File: src/rtl/mem_io_pkg.sv
// Shared types and constants for the CPU memory/I-O bridge.
// Contents: widths, FSM state enum, decode target enum, capture payload
// struct and the fixed read-data values returned for unmapped and
// timed-out reads.
package mem_io_pkg;

    localparam int unsigned DATA_W   = 16;
    localparam int unsigned ADDR_W   = 16;
    localparam int unsigned IO_IDX_W = 4;

    typedef enum logic [1:0] {
        IDLE   = 2'd0,
        RAM_RD = 2'd1,
        IO_ACC = 2'd2,
        RESP   = 2'd3
    } state_t;

    typedef enum logic [1:0] {
        TGT_RAM  = 2'd0,
        TGT_IO   = 2'd1,
        TGT_NONE = 2'd2
    } target_t;

    // Request fields held across a multi-cycle access
    typedef struct packed {
        logic [IO_IDX_W-1:0] addr;
        logic [DATA_W-1:0]   wrdata;
        logic                wr;
        target_t             tgt;
    } capture_t;

    localparam logic [DATA_W-1:0] UNMAPPED_RDATA = 16'h0000;
    localparam logic [DATA_W-1:0] TIMEOUT_RDATA  = 16'hDEAD;

endpackage

File: src/rtl/mem_io_decode.sv
// Combinational address decoder: classifies a CPU word address as RAM,
// I/O or unmapped.
// Ports:
//   addr : CPU word address
//   tgt  : decoded target (TGT_RAM / TGT_IO / TGT_NONE)
// Parameters: RAM_AW (RAM hit below 2**RAM_AW), IO_BASE (16-word I/O block).
module mem_io_decode
    import mem_io_pkg::*;
#(
    parameter int unsigned RAM_AW  = 12,
    parameter logic [15:0] IO_BASE = 16'hFF00
) (
    input  logic [ADDR_W-1:0] addr,
    output target_t           tgt
);

    localparam logic [31:0] RAM_END = 32'd1 << RAM_AW;
    localparam logic [31:0] IO_LO   = 32'({IO_BASE[15:4], 4'h0});

    // RAM must end at or below the start of the I/O block
    if (RAM_AW >= ADDR_W || IO_LO < RAM_END) begin : g_overlap_chk
        $error("mem_io_decode: RAM region overlaps the I/O region");
    end

    always_comb begin
        tgt = TGT_NONE;
        if (addr[15:4] == IO_BASE[15:4]) begin
            tgt = TGT_IO;
        end else if (32'(addr) < RAM_END) begin
            tgt = TGT_RAM;
        end
    end

endmodule

File: src/rtl/mem_io_bridge.sv
// CPU memory-port bridge: accepts Avalon-style requests and routes them to
// a 1-cycle-latency synchronous RAM, a 16-word I/O block with waitrequest,
// or unmapped space (writes dropped, reads return zero).
// Ports:
//   clk, reset (async, active low)
//   CPU side : i_cpu_addr, i_cpu_rd, i_cpu_wr, i_cpu_wrdata,
//              o_cpu_rddata, o_cpu_wait, o_cpu_rddatavalid
//   RAM side : o_ram_addr, o_ram_wr, o_ram_wrdata, i_ram_rddata
//   I/O side : o_io_addr, o_io_rd, o_io_wr, o_io_wrdata, i_io_rddata, i_io_wait
//   o_bus_err: sticky I/O timeout flag
// Build option: define IO_TIMEOUT_EN to abort I/O accesses that wait
// TIMEOUT_CYC consecutive cycles; otherwise I/O waits indefinitely and
// o_bus_err is tied low.
module mem_io_bridge
    import mem_io_pkg::*;
#(
    parameter int unsigned RAM_AW      = 12,
    parameter logic [15:0] IO_BASE     = 16'hFF00,
    parameter int unsigned TIMEOUT_CYC = 255
) (
    input  logic              clk,
    input  logic              reset,
    input  logic [15:0]       i_cpu_addr,
    input  logic              i_cpu_rd,
    input  logic              i_cpu_wr,
    input  logic [15:0]       i_cpu_wrdata,
    output logic [15:0]       o_cpu_rddata,
    output logic              o_cpu_wait,
    output logic              o_cpu_rddatavalid,
    output logic [RAM_AW-1:0] o_ram_addr,
    output logic              o_ram_wr,
    output logic [15:0]       o_ram_wrdata,
    input  logic [15:0]       i_ram_rddata,
    output logic [3:0]        o_io_addr,
    output logic              o_io_rd,
    output logic              o_io_wr,
    output logic [15:0]       o_io_wrdata,
    input  logic [15:0]       i_io_rddata,
    input  logic              i_io_wait,
    output logic              o_bus_err
);

    if (TIMEOUT_CYC < 1) begin : g_timeout_chk
        $error("mem_io_bridge: TIMEOUT_CYC must be at least 1");
    end

    state_t            state_q, state_d;
    capture_t          cap_q, cap_d;
    logic [DATA_W-1:0] rdata_q, rdata_d;
    target_t           req_tgt;
    logic              req_wr;
    logic              req_rd;

`ifdef IO_TIMEOUT_EN
    localparam int unsigned CNT_W = (TIMEOUT_CYC > 1) ? $clog2(TIMEOUT_CYC) : 1;
    logic [CNT_W-1:0] cnt_q, cnt_d;
    logic             bus_err_q, bus_err_d;
`endif

    mem_io_decode #(
        .RAM_AW  (RAM_AW),
        .IO_BASE (IO_BASE)
    ) u_decode (
        .addr (i_cpu_addr),
        .tgt  (req_tgt)
    );

    // rd together with wr is a write
    assign req_wr     = i_cpu_wr;
    assign req_rd     = i_cpu_rd & ~i_cpu_wr;
    assign o_cpu_wait = (state_q != IDLE);

`ifdef IO_TIMEOUT_EN
    assign o_bus_err = bus_err_q;
`else
    assign o_bus_err = 1'b0;
`endif

    // State, capture and timeout registers
    always_ff @(posedge clk or negedge reset) begin
        if (!reset) begin
            state_q   <= IDLE;
            cap_q     <= '0;
            rdata_q   <= '0;
`ifdef IO_TIMEOUT_EN
            cnt_q     <= '0;
            bus_err_q <= 1'b0;
`endif
        end else begin
            state_q   <= state_d;
            cap_q     <= cap_d;
            rdata_q   <= rdata_d;
`ifdef IO_TIMEOUT_EN
            cnt_q     <= cnt_d;
            bus_err_q <= bus_err_d;
`endif
        end
    end

    // Next-state, capture and bus-strobe logic
    always_comb begin
        state_d           = state_q;
        cap_d             = cap_q;
        rdata_d           = rdata_q;
`ifdef IO_TIMEOUT_EN
        cnt_d             = cnt_q;
        bus_err_d         = bus_err_q;
`endif
        o_cpu_rddata      = '0;
        o_cpu_rddatavalid = 1'b0;
        o_ram_addr        = '0;
        o_ram_wr          = 1'b0;
        o_ram_wrdata      = '0;
        o_io_addr         = '0;
        o_io_rd           = 1'b0;
        o_io_wr           = 1'b0;
        o_io_wrdata       = '0;

        case (state_q)
            IDLE: begin
                if (req_rd || req_wr) begin
                    cap_d.addr   = i_cpu_addr[IO_IDX_W-1:0];
                    cap_d.wrdata = i_cpu_wrdata;
                    cap_d.wr     = req_wr;
                    cap_d.tgt    = req_tgt;
                    case (req_tgt)
                        TGT_RAM: begin
                            // RAM writes complete in the accepting cycle
                            o_ram_addr = i_cpu_addr[RAM_AW-1:0];
                            if (req_wr) begin
                                o_ram_wr     = 1'b1;
                                o_ram_wrdata = i_cpu_wrdata;
                            end else begin
                                state_d = RAM_RD;
                            end
                        end
                        TGT_IO: begin
                            state_d = IO_ACC;
`ifdef IO_TIMEOUT_EN
                            cnt_d   = '0;
`endif
                        end
                        default: begin
                            if (!req_wr) begin
                                rdata_d = UNMAPPED_RDATA;
                                state_d = RESP;
                            end
                        end
                    endcase
                end
            end

            RAM_RD: begin
                o_cpu_rddatavalid = 1'b1;
                o_cpu_rddata      = i_ram_rddata;
                state_d           = IDLE;
            end

            IO_ACC: begin
                o_io_addr   = cap_q.addr;
                o_io_rd     = ~cap_q.wr & (cap_q.tgt == TGT_IO);
                o_io_wr     = cap_q.wr & (cap_q.tgt == TGT_IO);
                o_io_wrdata = cap_q.wr ? cap_q.wrdata : '0;
                if (!i_io_wait) begin
                    if (cap_q.wr) begin
                        state_d = IDLE;
                    end else begin
                        rdata_d = i_io_rddata;
                        state_d = RESP;
                    end
                end
`ifdef IO_TIMEOUT_EN
                // Abort on the TIMEOUT_CYC-th consecutive wait cycle
                else if (cnt_q == CNT_W'(TIMEOUT_CYC - 1)) begin
                    bus_err_d = 1'b1;
                    if (cap_q.wr) begin
                        state_d = IDLE;
                    end else begin
                        rdata_d = TIMEOUT_RDATA;
                        state_d = RESP;
                    end
                end else begin
                    cnt_d = cnt_q + CNT_W'(1);
                end
`endif
            end

            RESP: begin
                o_cpu_rddatavalid = 1'b1;
                o_cpu_rddata      = rdata_q;
                state_d           = IDLE;
            end

            default: begin
                state_d = IDLE;
            end
        endcase
    end

endmodule

File: config.mk
export PLATFORM = sky130hd
export DESIGN_NAME = mem_io_bridge
export DESIGN_NICKNAME = d
export VERILOG_FILES = /design/src/rtl/mem_io_pkg.sv /design/src/rtl/mem_io_decode.sv /design/src/rtl/mem_io_bridge.sv
export SDC_FILE = /design/constraint.sdc
export NUM_CORES = 1
export LEC_CHECK = 0
export CORE_AREA = 2 2 76 133
export DETAILED_ROUTE_END_ITERATION = 7
export DIE_AREA = 0 0 78 135
export RECOVER_POWER = 50
export SLEW_MARGIN = 25
export SYNTH_ARGS = -nofsm -noshare
export SYNTH_HDL_FRONTEND = slang
export SYNTH_SLANG_ARGS = --single-unit
File: constraint.sdc
create_clock -name clk -period 2.8 [get_ports clk]
set_clock_uncertainty 0.15 [all_clocks]
set_input_delay 0.42 -clock clk [delete_from_list [all_inputs] [get_ports clk]]
set_output_delay 0.42 -clock clk [all_outputs]
set_load 0.05 [all_outputs]
* Word-level counts from Yosys, hierarchy flattened
Index checks and enable logic that the tools add are counted.
W data, S select, Z words.
** Word-level totals
- Latch bits :: 0
- Input bits :: 69
- Bits in read-only memories :: 0
- Register bits after elaboration :: 41
- Memory bits (writable) :: 0
- Memories :: 0
** Operators by class
- Bitwise operators :: 5
- $lt $le $gt $ge :: 1
- Reductions and logical operators :: 10
- $add $sub $neg :: 0
- Divide/modulo/power cells :: 0
- Shift-type cells :: 0
- Eq/ne operators :: 13
- Multiplexer cells :: 33
- Multiply operators :: 0
** Operators by type and width (number)
- $mux W16 :: 11
- $pmux W16 S2 :: 2
- $mux W12 :: 3
- $lt A16 B13 Y1 const B :: 1
- $mux W2 :: 7
- $eq A12 B12 Y1 const B :: 1
- $ne A2 B2 Y1 const B :: 5
- $mux W1 :: 7
- $eq A2 B1 Y1 const B :: 3
- $pmux W2 S3 :: 1
- $reduce_and A6 Y1 :: 1
- $eq A2 B2 Y1 const B :: 2
- $logic_not A2 Y1 :: 2
- $mux W4 :: 1
- $pmux W2 S2 :: 1
- $reduce_and A4 Y1 :: 1
- $reduce_bool A2 Y1 :: 2
- $reduce_or A2 Y1 :: 2
- $and A1 B1 Y1 :: 3
- $ne A3 B2 Y1 const B :: 1
- $ne A3 B3 Y1 const B :: 1
- $not A1 Y1 :: 2
- $reduce_and A2 Y1 :: 1
- $logic_or A1 B1 Y1 :: 1

* Longest topological paths before layout
Gate-level depths: netlist (run 1).
- Depth in word-level cells :: 8
- Mapped depth :: 6
- Gate-level depth less buffers :: 4

* Hierarchy
Synthesis (run 1) repeated with hierarchy kept, for this count alone.
** Unflattened totals
- Cell total of the unflattened synthesis :: 240
- Area, all modules :: 2348.5 µm²
** By module, submodules not included
- mem_io_bridge :: cells each 234, times used 1, area each 2298.5 µm², seq. area each 1026.0 µm²
- mem_io_decode :: cells each 6, times used 1, area each 50.0 µm², seq. area each 0.0 µm²

* Worst setup path before layout (run 1)
Ideal clock, no wire load.
- Kind :: register to output
- From :: reg state_q[1]
- To :: out o_io_rd
- Required time :: 2.230 ns
- Cell stages (with the launch flop) :: 4
- Path slack :: -0.033 ns
- Data arrival time :: 2.263 ns
- Cell sequence :: dfrtp_1 buf_4 nor2b_1 nor4bb_1
** Between the ends
- Cells in the longest elaborated chain, start to end :: 2
** Ends and longest elaborated chain
- from (decl) :: line mem_io_bridge.sv:47 : state_t state_q, state_d;
- from (signal assigned) :: line mem_io_bridge.sv:90 : state_q <= state_d;
- $eq A2 B2 Y1 :: line mem_io_bridge.sv:119 : case (state_q)
- $mux W1 :: line mem_io_bridge.sv:119
- to (decl) :: line mem_io_bridge.sv:35 : output logic o_io_rd,
Every way passes these cells.

* Worst setup path after layout (run 1)
- From :: in i_cpu_addr[12]
- To :: out o_ram_wrdata[7]
** Between the ends
- Cells in the longest elaborated chain, start to end :: 7
- Elaborated cells on any way between the ends :: 8
- Classes of those cells :: order compare: 1; eq/ne: 1; mux: 5; reduce/logical: 1
** Ends and longest elaborated chain
- from (decl) :: line mem_io_bridge.sv:23 : input logic [15:0] i_cpu_addr,
- $lt A16 B13 Y1 :: line mem_io_decode.sv:29 : end else if (32'(addr) < RAM_END) begin
- $mux W2 :: line mem_io_decode.sv:29
- $mux W2 * :: line mem_io_decode.sv:27 : if (addr[15:4] == IO_BASE[15:4]) begin
- $logic_not A2 Y1 * :: line mem_io_bridge.sv:126 : case (req_tgt)
- $mux W16 * :: line mem_io_bridge.sv:126
- $mux W16 * :: line mem_io_bridge.sv:121 : if (req_rd || req_wr) begin
- $mux W16 * :: line mem_io_bridge.sv:119
- to (decl) :: line mem_io_bridge.sv:32 : output logic [15:0] o_ram_wrdata,
Every way passes the cells marked *; elsewhere a longest branch is shown, timed or not.

==> results of run 1 <==
-- metrics by stage --
step	area [sq um]	util, %	setup slack, ns	hold slack, ns
4_1_cts	4640	49.3	0.115	0.182
2_1_floorplan	2320	-	0.264	-0.0256
3_3_place_gp	4500	47.8	0.137	0.329
6_report	4490	47.7	0.121	0.178
3_5_place_dp	4500	47.8	0.124	0.331
5_1_grt	4490	47.7	0.0502	0.278
-- routing by layer --
layer / vias to the layer above / track usage, % / routed length [um] / part of all wire, %
li1: 1012 / - / - / -
met1: 1032 / 14.9 / 2650 / 36
met2: 84 / 27.6 / 4230 / 57
met3: 12 / 3.68 / 396 / 5.3
met4: 0 / 5.26 / 153 / 2.1
met5: - / 0 / 0 / 0
-- cell usage in the layout, fill, tap and decap left out, types with 4 or more instances in the layout --
cell	count
buf_4	8
nor2b_1	17
clkbuf_16	5
dfrtp_1	41
clkdlybuf4s50_1	66
nand2_1	4
buf_12	61
and3_1	28
mux2_2	21
a22o_1	13
mux2i_1	16
clkbuf_1	9
and2_1	20
-- area by class of cell --
| class | count | area, sq um |
|---|---|---|
| clock inverter | 2 | 10.0 |
| multi-input combinational | 147 | 1160 |
| inverter | 2 | 7.51 |
| timing repair buffer | 147 | 2000 |
| sequential | 41 | 1030 |
| tap | 122 | 153 |
| fill | 877 | 4920 |
| clock buffer | 6 | 129 |
-- worst reg2reg max path, stage by stage (launching register included) --
cell and delay [ns]:
dfrtp_1 0.37, nor2_1 0.22, o21ai_0 0.29, clkbuf_2 0.43
mux2_2 0.38
-- logic make-up after synthesis --
family / Yosys count / share of synthesized area, %
other: 1 / 0.162
and+or+nand+nor: 85 / 23.9
buffers and inverters: 20 / 5.53
DFF: 41 / 44.4
muxes: 37 / 17.2
AOI/OAI and AO/OA: 24 / 8.83
-- worst max path at each step --
stage	depth (start not counted)	to	slack [ns]
2_1_floorplan	4	o_ram_wrdata[10]	0.26
3_3_place_gp	6	o_ram_wrdata[15]	0.14
3_5_place_dp	6	o_ram_wrdata[7]	0.12
4_1_cts	6	o_ram_wrdata[11]	0.12
5_1_grt	6	o_ram_wrdata[7]	0.05
6_report	6	o_ram_wrdata[7]	0.12
-- power by group through the flow --
| stage | Clock (W) | Combinational (W) | Sequential, W |
|---|---|---|---|
| floorplan | 0 | 0.00143 | 0.000974 |
| global placement | 0 | 0.00244 | 0.00103 |
| detailed placement | 0 | 0.00248 | 0.00103 |
| CTS | 0.000571 | 0.00249 | 0.00102 |
| global route | 0.000601 | 0.00244 | 0.00106 |
| finish | 0.000546 | 0.00230 | 0.00102 |
-- registers in the layout, indices dropped and copies added, names as in the netlist --
| register | flops |
|---|---|
| cap_q | 23 |
| state_q | 2 |
| rdata_q | 16 |
==> results_dict.tcl, run 1 <==
set metrics [dict create \
    die_area_sq_mm 0.0105 \
    r2r-end "cap_q[21]" \
    stdcell_count 467 \
    htree_levels 2 \
    drv_cap 0 \
    tightest_slew_ns 1.07 \
    die_w_um 78 \
    antenna_found_initial 0 \
    crit_arrival_ns 2.11 \
    synth_top_cell_area_share_pct 44.4 \
    die_y_um 135 \
    ys_types 35 \
    clock_path_buffers 2 \
    cts.hold.buffers_added 0 \
    cpPeakStageDelay_ns 0.58 \
    cts_root_buffer "clkbuf_16" \
    insertion_delay_ns 0.28 \
    synth_common_cells "41 x dfrtp_1, 28 x and3_1, 21 x mux2_2" \
    detail_route.wl_per_cell_um 15.9 \
    start_kind "input pin" \
    initial_core_util_pct 24.5 \
    syn-num-nets 277 \
    syn2layout_area_growth_pct 94.4 \
    pwr-share-seq_pct 26.4 \
    internal_power_w 0.00228 \
    seq_area_frac_synth_pct 44.4 \
    grt_overflow 0 \
    drv_slew 0 \
    cp.buffers_inverters 3 \
    clock-sinks 41 \
    synth-edff-count 0 \
    reg2reg_from "state_q[1]" \
    worstSetupPathType "in -> out" \
    max_freq_mhz 373 \
    switchingPower_w 0.00158 \
    drtAntennaViolNets 0 \
    post-cts-setup-buffers 0 \
    io-pin-count 139 \
    critPathTopFamily "simple AND/OR/NAND/NOR gates" \
    peakVddDrop_mv 0.426 \
    vias 2140 \
    yosysWarnings 0 \
    rsz0062_at_grt "no" \
    yosysTopAreaCell "dfrtp_1" \
    synth_area_per_cell_sq_um 11.1 \
    slowest_stage "or4_4" \
    synth_async_sr_flop_share_pct 100 \
    hold_path.class "in -> async" \
    cts_resized 0 \
    grt_max_degree 42 \
    cts_tree "done" \
    ys_seq_elements 41 \
    dp_cells 459 \
    period_minus_slack_ns 2.68 \
    first_iter_violations 53 \
    p_per_area_mw_per_mm2 861 \
    comb_power_share_pct 59.5 \
    row_count 47 \
    coreArea_sq_mm 0.00941 \
    drive_above_1_share_pct 31.6 \
    globalplace.congestion 0.793 \
    crit_path_start "i_cpu_addr[12]" \
    synth_top_cells_by_area "dfrtp_1 44%, mux2_2 10%, and3_1 7.6%, mux2i_1 6.9%, and2_1 5.4%" \
    cp.required_ns 2.23 \
    grt_pass1_vias 2284 \
    finalCritPeriodShare_pct 95.7 \
    syn_area_sq_mm 0.00231 \
    routed_via_density 4.58 \
    dr.pass1.iters 4 \
    ff2ff_path_depth 4 \
    clk_pin_slew_ns 0.06 \
    grt_usage_pct 14.5 \
    power_leakage_nw 1.96 \
    p_sw_share_pct 40.9 \
    post-dp-hpwl_mm 5.78 \
    drc_errors 0 \
    reg2reg_slack_ns 0.85 \
    cp_cell_sequence "clkdlybuf4s50_1, or4_4, nor3_4, buf_12, and2_1, buf_12" \
    synth.most_common_cell "dfrtp_1" \
    power_w 0.00387 \
    finalSetupTns_ns 0 \
    crit_fanout 17 \
    cts_buffers 5 \
    grt_pass1_wl_mm 12.0 \
    slew_headroom_pct 28.9 \
    crit_top_cell "buf_12" \
    port_buffers 137 \
    hold_viol 0 \
    num-nets-final 413 \
    diodes 0 \
    setup_viol_count_final 0 \
    postSynthCellCount 208 \
    routed_wl_mm 7.43 \
    power.clock.fraction_pct 14.1 \
    synthFlopType "dfrtp_1" \
    end_kind "output port" \
    status "finished clean" \
]
Note: power is estimated with default switching activity, not from simulation.
==> inputs of run 2 (changes only) <==
--- a/config.mk
+++ b/config.mk
@@ -5,11 +5,13 @@
 export SDC_FILE = /design/constraint.sdc
 export NUM_CORES = 1
 export LEC_CHECK = 0
-export CORE_AREA = 2 2 76 133
+export CAP_MARGIN = 20
+export CORE_AREA = 2 2 77 134
 export DETAILED_ROUTE_END_ITERATION = 7
-export DIE_AREA = 0 0 78 135
+export DIE_AREA = 0 0 79 136
 export RECOVER_POWER = 50
 export SLEW_MARGIN = 25
 export SYNTH_ARGS = -nofsm -noshare
 export SYNTH_HDL_FRONTEND = slang
+export SYNTH_HIERARCHICAL = 1
 export SYNTH_SLANG_ARGS = --single-unit
==> run 2 against run 1 <==
Register-to-register slack worse by 0.38 ns; global-route usage is 0.12 points lower; via count is 5.9% higher; maximum frequency is 0.57% lower; routed wire length is 0.63% higher; non-clock buffer count is 8 higher; sequential power hardly changed; hold slack better by 0.0031 ns; combinational power is 4% lower; sequential share of layout area is 0.88 points lower; die area is 2.0% higher; highest routed layer unchanged.
==> results_dict.tcl, run 2 <==
set metrics [dict create \
    status "finished clean" \
    clk_pin_slew_ns 0.06 \
    num-nets-final 451 \
    synth_top_cells_by_area "dfrtp_1 44%, mux2_2 11%, and2_1 8.5%, mux2i_1 6.8%, nand2_1 5.3%" \
    grt_pass1_vias 2403 \
    reg_top3 "cap_q x23, rdata_q x16, state_q x2" \
    start_kind "input pin" \
    ys_seq_elements 41 \
    port_buffers 137 \
    synth_area_per_cell_sq_um 9.79 \
    cp_cell_sequence "clkdlybuf4s15_1, or4_1, o31a_1, nor2_2, and3_4, buf_12, buf_16, and2_4, buf_12" \
    crit_fanout 8 \
    htree_levels 2 \
    die_area_sq_mm 0.0107 \
    synth.most_common_cell "dfrtp_1" \
    crit_top_cell "buf_12" \
    drv_slew 0 \
    clock_path_buffers 2 \
    io-pin-count 139 \
    worstSetupPathType "in -> out" \
    grt_max_degree 42 \
    routed_wl_mm 7.47 \
    syn-num-nets 309 \
    coreArea_sq_mm 0.00973 \
    largest_reg_flops 23 \
    rsz0062_at_grt "no" \
    drive_above_1_share_pct 35.5 \
    grt_pass1_wl_mm 12.1 \
    cp.required_ns 2.23 \
    place_area_sq_mm 0.00439 \
    yosysTopAreaCell "dfrtp_1" \
    power_leakage_nw 2.02 \
    finalSetupTns_ns 0 \
    drc_errors 0 \
    hold_path.class "in -> async" \
    seq_area_frac_synth_pct 43.7 \
    stdcell_count 508 \
    max_freq_mhz 371 \
    first_iter_violations 42 \
    setup_viol_count_final 0 \
    cts_buffers 5 \
    hold_viol 0 \
    crit_arrival_ns 2.12 \
    synth_async_sr_flop_share_pct 100 \
    cts_root_buffer "clkbuf_16" \
    synth_top_cell_area_share_pct 43.7 \
    initial_core_util_pct 24.1 \
    synthFlopType "dfrtp_1" \
    final_common_cell "clkdlybuf4s50_1" \
    peakVddDrop_mv 0.499 \
    slowest_stage "or4_1" \
    cpPeakStageDelay_ns 0.49 \
    antenna_found_initial 0 \
    routed_via_density 4.46 \
    slew_headroom_pct 27.5 \
    die_y_um 136 \
    dp_cells 494 \
    end_kind "output port" \
    globalplace.congestion 0.740 \
    grt_overflow 0 \
    mostFrequentLayoutCells "56 x clkdlybuf4s50_1, 55 x buf_12, 41 x dfrtp_1" \
    vias 2267 \
    finalCritPeriodShare_pct 96.2 \
    grt_usage_pct 14.3 \
    row_count 48 \
    period_minus_slack_ns 2.69 \
    dr.pass1.iters 4 \
    drtAntennaViolNets 0 \
    post-dp-hpwl_mm 5.57 \
    final_cell_area_sq_mm 0.00467 \
    p_per_area_mw_per_mm2 833 \
    die_w_um 79 \
    yosysWarnings 6 \
    tightest_slew_ns 1.09 \
    postSynthCellCount 240 \
    cts_tree "done" \
    clock-sinks 41 \
    detail_route.wl_per_cell_um 14.7 \
    synth-edff-count 0 \
    ys_types 30 \
    diodes 0 \
    synth_common_cells "41 x dfrtp_1, 33 x nand2_1, 32 x and2_1" \
    drv_cap 0 \
    syn_area_sq_mm 0.00235 \
    syn2layout_area_growth_pct 98.8 \
    regMostFlops "cap_q" \
    insertion_delay_ns 0.28 \
]
-- run 2: cell types whose count changed after synthesis, sizes merged, moves of 3 or more --
cell | before | now
and2 | 21 | 32
clkbuf | 9 | 12
o21ai | 4 | 18
and3 | 28 | 18
a22o | 16 | 2
nand2 | 4 | 33
-- run 2: worst paths after layout --
path                           startpoint               to  slack, ns  cells past startpoint
hold reg to reg                 cap_q[13]        cap_q[13]       0.35                      1
min in group clk                cap_q[13]        cap_q[13]       0.35                      1
max in group asynchronous           reset         cap_q[5]       1.66                      1
hold / removal                      reset       rdata_q[0]       0.18                      1
setup / recovery           i_cpu_addr[13]  o_ram_wrdata[0]       0.11                      9
setup reg to reg               state_q[0]        cap_q[17]       0.47                      5
-- run 2: area by class of cell --
type | instances | area (sq um)
sequential | 41 | 1030
inverter | 2 | 7.51
clock buffer | 7 | 143
fill | 924 | 5060
tap | 125 | 156
timing repair buffer | 155 | 2020
multi-input combinational | 177 | 1290
clock inverter | 1 | 30.0
-- run 2: power breakdown --
part           internal, W  switching (W)
combinational      0.00100        0.00121
sequential        0.000872       0.000133
clock             0.000445       0.000222
total              0.00232        0.00157
-- run 2: metal layers --
layer | track usage [%] | up-vias | share of wire (%)
met5 | 0 | - | 0
met3 | 4.12 | 8 | 7.1
li1 | - | 1092 | -
met2 | 27.1 | 81 | 57
met1 | 15.0 | 1086 | 35
met4 | 4.41 | 0 | 1.6
-- run 2: through the flow --
stage / worst slack [ns] / hold slack (ns) / util (%) / total power (W)
after detailed placement: -0.130 / 0.338 / 45.1 / 0.00333
after floorplan: 0.0889 / -0.0256 / - / 0.00238
after CTS: 0.0205 / 0.177 / 48.5 / 0.00403
after global routing: 0.0221 / 0.266 / 48.0 / 0.00412
after global placement: -0.103 / 0.332 / 45.1 / 0.00329
final: 0.106 / 0.182 / 48.0 / 0.00389
-- run 2: cells by family after synthesis --
logic type      Yosys count  synth area share (%)
simple gates            116                  28.8
flops                    41                  43.7
mux                      38                  17.4
compound gates           22                  5.17
buf+inv                  22                  4.79
other cells               1                 0.160
-- run 2: what timing repair did --
| action | 4_1_cts | 5_1_grt |
|---|---|---|
| endpoints found under the setup margin | 29 | 17 |
| cloned | 3 | 0 |
| pin swaps | 11 | 2 |
| hold buffers | 0 | 0 |
| setup buffers | 3 | 0 |
| endpoints found under the hold margin | 0 | 0 |
| gates resized for setup | 36 | 4 |
-- run 2: worst max-delay path, delay by kind of cell --
kind / cells / cell delay [ns]
buffers and inverters: 4 / 0.54
AOI/OAI and AO/OA: 1 / 0.16
and+or+nand+nor: 4 / 1.01
==> RTL edit 1 (flow settings as in run 2) <==
The option `IO_TIMEOUT_EN` is turned on by a define.
--- a/src/rtl/mem_io_bridge.sv
+++ b/src/rtl/mem_io_bridge.sv
@@ -11,6 +11,8 @@
 // Build option: define IO_TIMEOUT_EN to abort I/O accesses that wait
 // TIMEOUT_CYC consecutive cycles; otherwise I/O waits indefinitely and
 // o_bus_err is tied low.
+`define IO_TIMEOUT_EN
+
 module mem_io_bridge
     import mem_io_pkg::*;
 #(
Formal check against the unedited RTL: same outputs for any inputs over 10 cycles, from zero or initial values and one cycle with reset low; that may be too few to reach the edited logic, so the function may still have changed.
==> RTL edit 1 against run 2 <==
- sequential share of layout area rose by 1.6 points
- combinational power rose by 19%
- total power rose by 17%
- area after synthesis rose by 25%
- core utilization rose by 6.7 points
- count of clock-buffer cells in the layout fell by 1
- die area did not move
- setup slack got worse by 0.036 ns
- cell area rose by 14%
- register-to-register slack improved by 0.05 ns
- sequential cell count rose by 9
- routed wire length rose by 22%
- critical endpoint is now o_ram_wrdata[6]
- largest cell class unchanged
==> RTL edit 1: results (changes against run 2) <==
commonest cells in the netlist=dfrtp_1 (50), mux2i_1 (33), and2_1 (32); nets=514 (+14%); vias in the first global route=2918 (+21%); CP arrival=2.16 ns (+0.04 ns); Cells after DPL=554 (+12%); Syn Area/Cell=10.1 um2 (+3.1%); P_seq=1.27 mW (+26%); maximum VDD drop=0.521 mV (+4.4%); setup slack, reg-to-reg=0.52 ns (+0.05 ns); largest registers=cap_q (23), rdata_q (16), cnt_q (8); hold slack final=0.308 ns (+0.126 ns); via count=2679 (+18%); Clock group=0.629 mW (-5.7%); cell leakage power=2.45 nW (+21%); mux cell area share after synthesis=19.7% (+2.3 points); Tot GR Track Use=17.3% (+3.0 points); complex-gate fraction of the synthesized area=7.71% (+2.5 points); largest net degree at the start of global routing=35 (-17%); Port-buffer cells=138 (+0.73%); Fillers=874 (-5.4%); CP max-delay cell=or4_4; syn nets=362 (+17%); slowest stage delay, CP=0.42 ns (-0.07 ns); Setup Buffers After CTS=2 (-1); R2R depth=4 (-1); DRT iter0 DRCs=103 (+150%); Final GP Congestion=0.770 (+4.0%); status=completed; first-pass GRT wire length=14.7 mm (+21%); CTS Hold Bufs=1 (+1); Post-Synth XOR/XNOR Area=0.298% (+0.30 points); placed cell area=5100 um2 (+16%); Worst Hold Class=reg -> reg; Netlist cell types=45 (+50%); ranking of synthesized cells by area=dfrtp_1 (43%), mux2i_1 (11%), mux2_2 (8.4%)
## RTL edit 1: changes by cell type in the layout (fill, tap and decap cells not counted), moves of 5 or more
cell	run 2	this run
dfrtp_1	41	50
a21oi_1	1	6
and2_4	16	23
clkbuf_2	4	11
o21ai_1	5	0
mux2i_1	16	33
and2_1	16	9
inv_1	2	18
nand2_1	33	15
nand3_1	0	5
## RTL edit 1: how the worst max path moves through the flow
stage | from | to | slack (ns)
3_3_place_gp | i_cpu_addr[13] | o_ram_wrdata[3] | -0.29
6_report | i_cpu_addr[13] | o_ram_wrdata[6] | 0.07
4_1_cts | i_cpu_addr[4] | o_ram_wrdata[8] | 0.003
5_1_grt | i_cpu_addr[14] | o_ram_wrdata[11] | -0.002
3_5_place_dp | i_cpu_addr[13] | o_ram_wrdata[3] | -0.31
2_1_floorplan | i_cpu_addr[13] | o_ram_wrdata[10] | 0.02
## RTL edit 1: layout make-up
cell class                 instances  area share [%]
timing repair buffer             161            38.7
clock inverter                     2           0.235
tap                              125            2.94
clock buffer                       6            2.61
sequential                        50            23.5
multi-input combinational        206            30.6
inverter                          19            1.34
## RTL edit 1: per-layer routing
layer / wire length, um / GRT usage [%] / share of wire [%]
met1: 3130 / 17.1 / 34
met2: 5320 / 34.7 / 58
met3: 562 / 4.18 / 6.2
met4: 90 / 4.60 / 0.99
met5: 0 / 0 / 0
## RTL edit 1: per-stage QoR
stage          total power [mW]  setup WS (ns)  utilization [%]  setup TNS [ns]
6_report                   4.54         0.0695             54.7               0
5_1_grt                    4.82       -0.00197             54.7        -0.00364
2_1_floorplan              2.90         0.0184                -               0
4_1_cts                    4.68        0.00290             54.9               0
3_5_place_dp               4.04         -0.306             52.4           -8.09
3_3_place_gp               3.97         -0.287             52.4           -7.63
==> RTL edit 2 (settings of run 2) <==
Without the edit above. Re-encode `state_t` (4 states) as one-hot, 4 bits wide.
--- a/src/rtl/mem_io_pkg.sv
+++ b/src/rtl/mem_io_pkg.sv
@@ -8,11 +8,11 @@
     localparam int unsigned ADDR_W   = 16;
     localparam int unsigned IO_IDX_W = 4;
 
-    typedef enum logic [1:0] {
-        IDLE   = 2'd0,
-        RAM_RD = 2'd1,
-        IO_ACC = 2'd2,
-        RESP   = 2'd3
+    typedef enum logic [3:0] {
+        IDLE   = 4'b0001,
+        RAM_RD = 4'b0010,
+        IO_ACC = 4'b0100,
+        RESP   = 4'b1000
     } state_t;
 
     typedef enum logic [1:0] {
Function: same outputs for any inputs over 10 cycles, from zero or initial values and one cycle with reset low; not proved beyond that.
==> RTL edit 2 against run 2 <==
- setup slack got worse by 0.053 ns
- core utilization increased by 2.7 points
- area after synthesis increased by 3.2%
- cell area increased by 5.6%
- sequential cell count increased by 2
- die area unchanged
- cell count decreased by 1.6%
- critical path depth decreased by 1
- global-route usage increased by 0.34 points
- routed wire length increased by 3.4%
- via count decreased by 0.57%
Power is not compared: it rests on default switching activity, and its combinational part moved more than twofold at a synthesized area within 25%.
==> RTL edit 2: results (changes against run 2) <==
met2 Track Usage GR=28.2% (+1.1 points); R2R depth=4 (-1); H-tree levels=2 (unchanged); CTS Buffer Depth=2 (unchanged); Synth Instances=228 (-5.0%); GRT Max-Usage Layer=met2; Final GP Congestion=0.762 (+2.9%); CP arrival=2.18 ns (+0.06 ns); Setup Buffers After CTS=2 (-1); Root Buffer Master=clkbuf_16; hold slack final=0.190 ns (+0.00793 ns); initial antenna violation count=0 (unchanged); warnings from Yosys=6 (unchanged); met3 Use GR=2.99% (-1.1 points); predominant post-synthesis flop cell=dfrtp_1; Worst Hold Class=in -> async; commonest cells in the netlist=dfrtp_1 (42), and2_1 (32), mux2_2 (22), nand2_1 (22), inv_1 (18); met3 WL=417 um (-21%); CTS buffer count=5 (unchanged); crit path max fanout=6 (-2); syn nets=297 (-3.9%); Post-Layout Cell Count=500 (-1.6%); status=completed; Critical R2R Capture=cap_q[22]; largest registers=cap_q (23), rdata_q (16), state_q (4); DP HPWL=5.54 mm (-0.47%); setup TNS=0 ns (unchanged); CTS-repair resized insts=36 (unchanged); highest routed layer=met4; post-synthesis sequential area ratio=44.4% (+0.74 points); Worst Tran Pin Value=1.10 ns (+0.0144 ns); ranking of synthesized cells by area=dfrtp_1 (43%), mux2_2 (10%), and2_1 (8.3%); clock slew at reported path FFs=0.06 ns (about the same); Tot GR Track Use=14.7% (+0.34 points); worst skew pair latency=0.28 ns (about the same); FF-to-FF Start=state_q[0]; layout cell share with drive strength beyond 1=40.5% (+5.0 points); maximum VDD drop=0.314 mV; setup slack, reg-to-reg=0.44 ns (-0.03 ns); Port-buffer cells=137 (unchanged); DRT iter0 DRCs=63 (+50%); nets=443 (-1.8%); grt met1 use=15.5% (+0.50 points); Async SR Flop Fraction=100% (unchanged); post-place setup slack=-0.0738 ns (+0.0562 ns); Cells after DPL=486 (-1.6%); largest net degree at the start of global routing=44 (+4.8%); drt pass-1 iters=4 (unchanged); vias in the first global route=2450 (+2.0%); first-pass GRT wire length=12.3 mm (+1.8%); Netlist cell types=36 (+20%); met1 WL=2.80 mm (+7.8%); Antenna diodes=0 (unchanged); per-cell routed wire length=15.5 um (+5.1%); placed cell area=4660 um2 (+6.1%); cell leakage power=2.18 nW; met2 wire length=4.35 mm (+2.8%); Via density=4.51 (+1.0%)
## RTL edit 2: cell types whose count changed after synthesis, sizes merged, moves of 7 or more
cell / run 2 / this run
nand2: 33 / 22
inv: 2 / 18
o21ai: 18 / 1
a22o: 2 / 16
clkbuf: 12 / 5
nor2b: 18 / 1
## RTL edit 2: worst max-delay path by stage
stage                         from          endpoint  slack [ns]  cells past startpoint
finish              i_cpu_addr[15]     o_ram_addr[9]        0.05                      8
global route            state_q[0]   o_ram_wrdata[3]        0.01                      6
CTS                  i_cpu_addr[6]   o_ram_wrdata[6]      0.0002                      7
detailed placement  i_cpu_addr[12]   o_ram_wrdata[3]       -0.07                      7
global placement    i_cpu_addr[12]   o_ram_wrdata[1]       -0.06                      7
floorplan           i_cpu_addr[12]  o_ram_wrdata[10]        0.11                      5
## RTL edit 2: final cells by class
type / count / area (um2)
fill: 877 / 4800
multi-input combinational: 152 / 1290
clock inverter: 1 / 5.00
tap: 125 / 156
timing repair buffer: 154 / 2200
sequential: 43 / 1080
clock buffer: 7 / 133
inverter: 18 / 67.6
## RTL edit 2: logic make-up after synthesis
kind of cell           Yosys count  synth area share (%)
and+or+nand+nor                 92                  24.5
other                            1                 0.155
DFF                             43                  44.4
muxes                           38                  16.8
AOI/OAI and AO/OA               21                  7.53
buffers and inverters           33                  6.55
## RTL edit 2: report_power, final
part           leakage, nW  switching (mW)  internal, mW
Combinational         1.57           0.394         0.471
Clock               0.0679           0.224         0.329
Sequential           0.543           0.133         0.799
## RTL edit 2: critical path: stages
cell and delay (ns):
dlygate4sd2_1 0.25, or4_1 0.48, o31a_1 0.20, buf_6 0.15, nor3b_4 0.24, buf_6 0.16, and2_4 0.15, buf_12 0.13
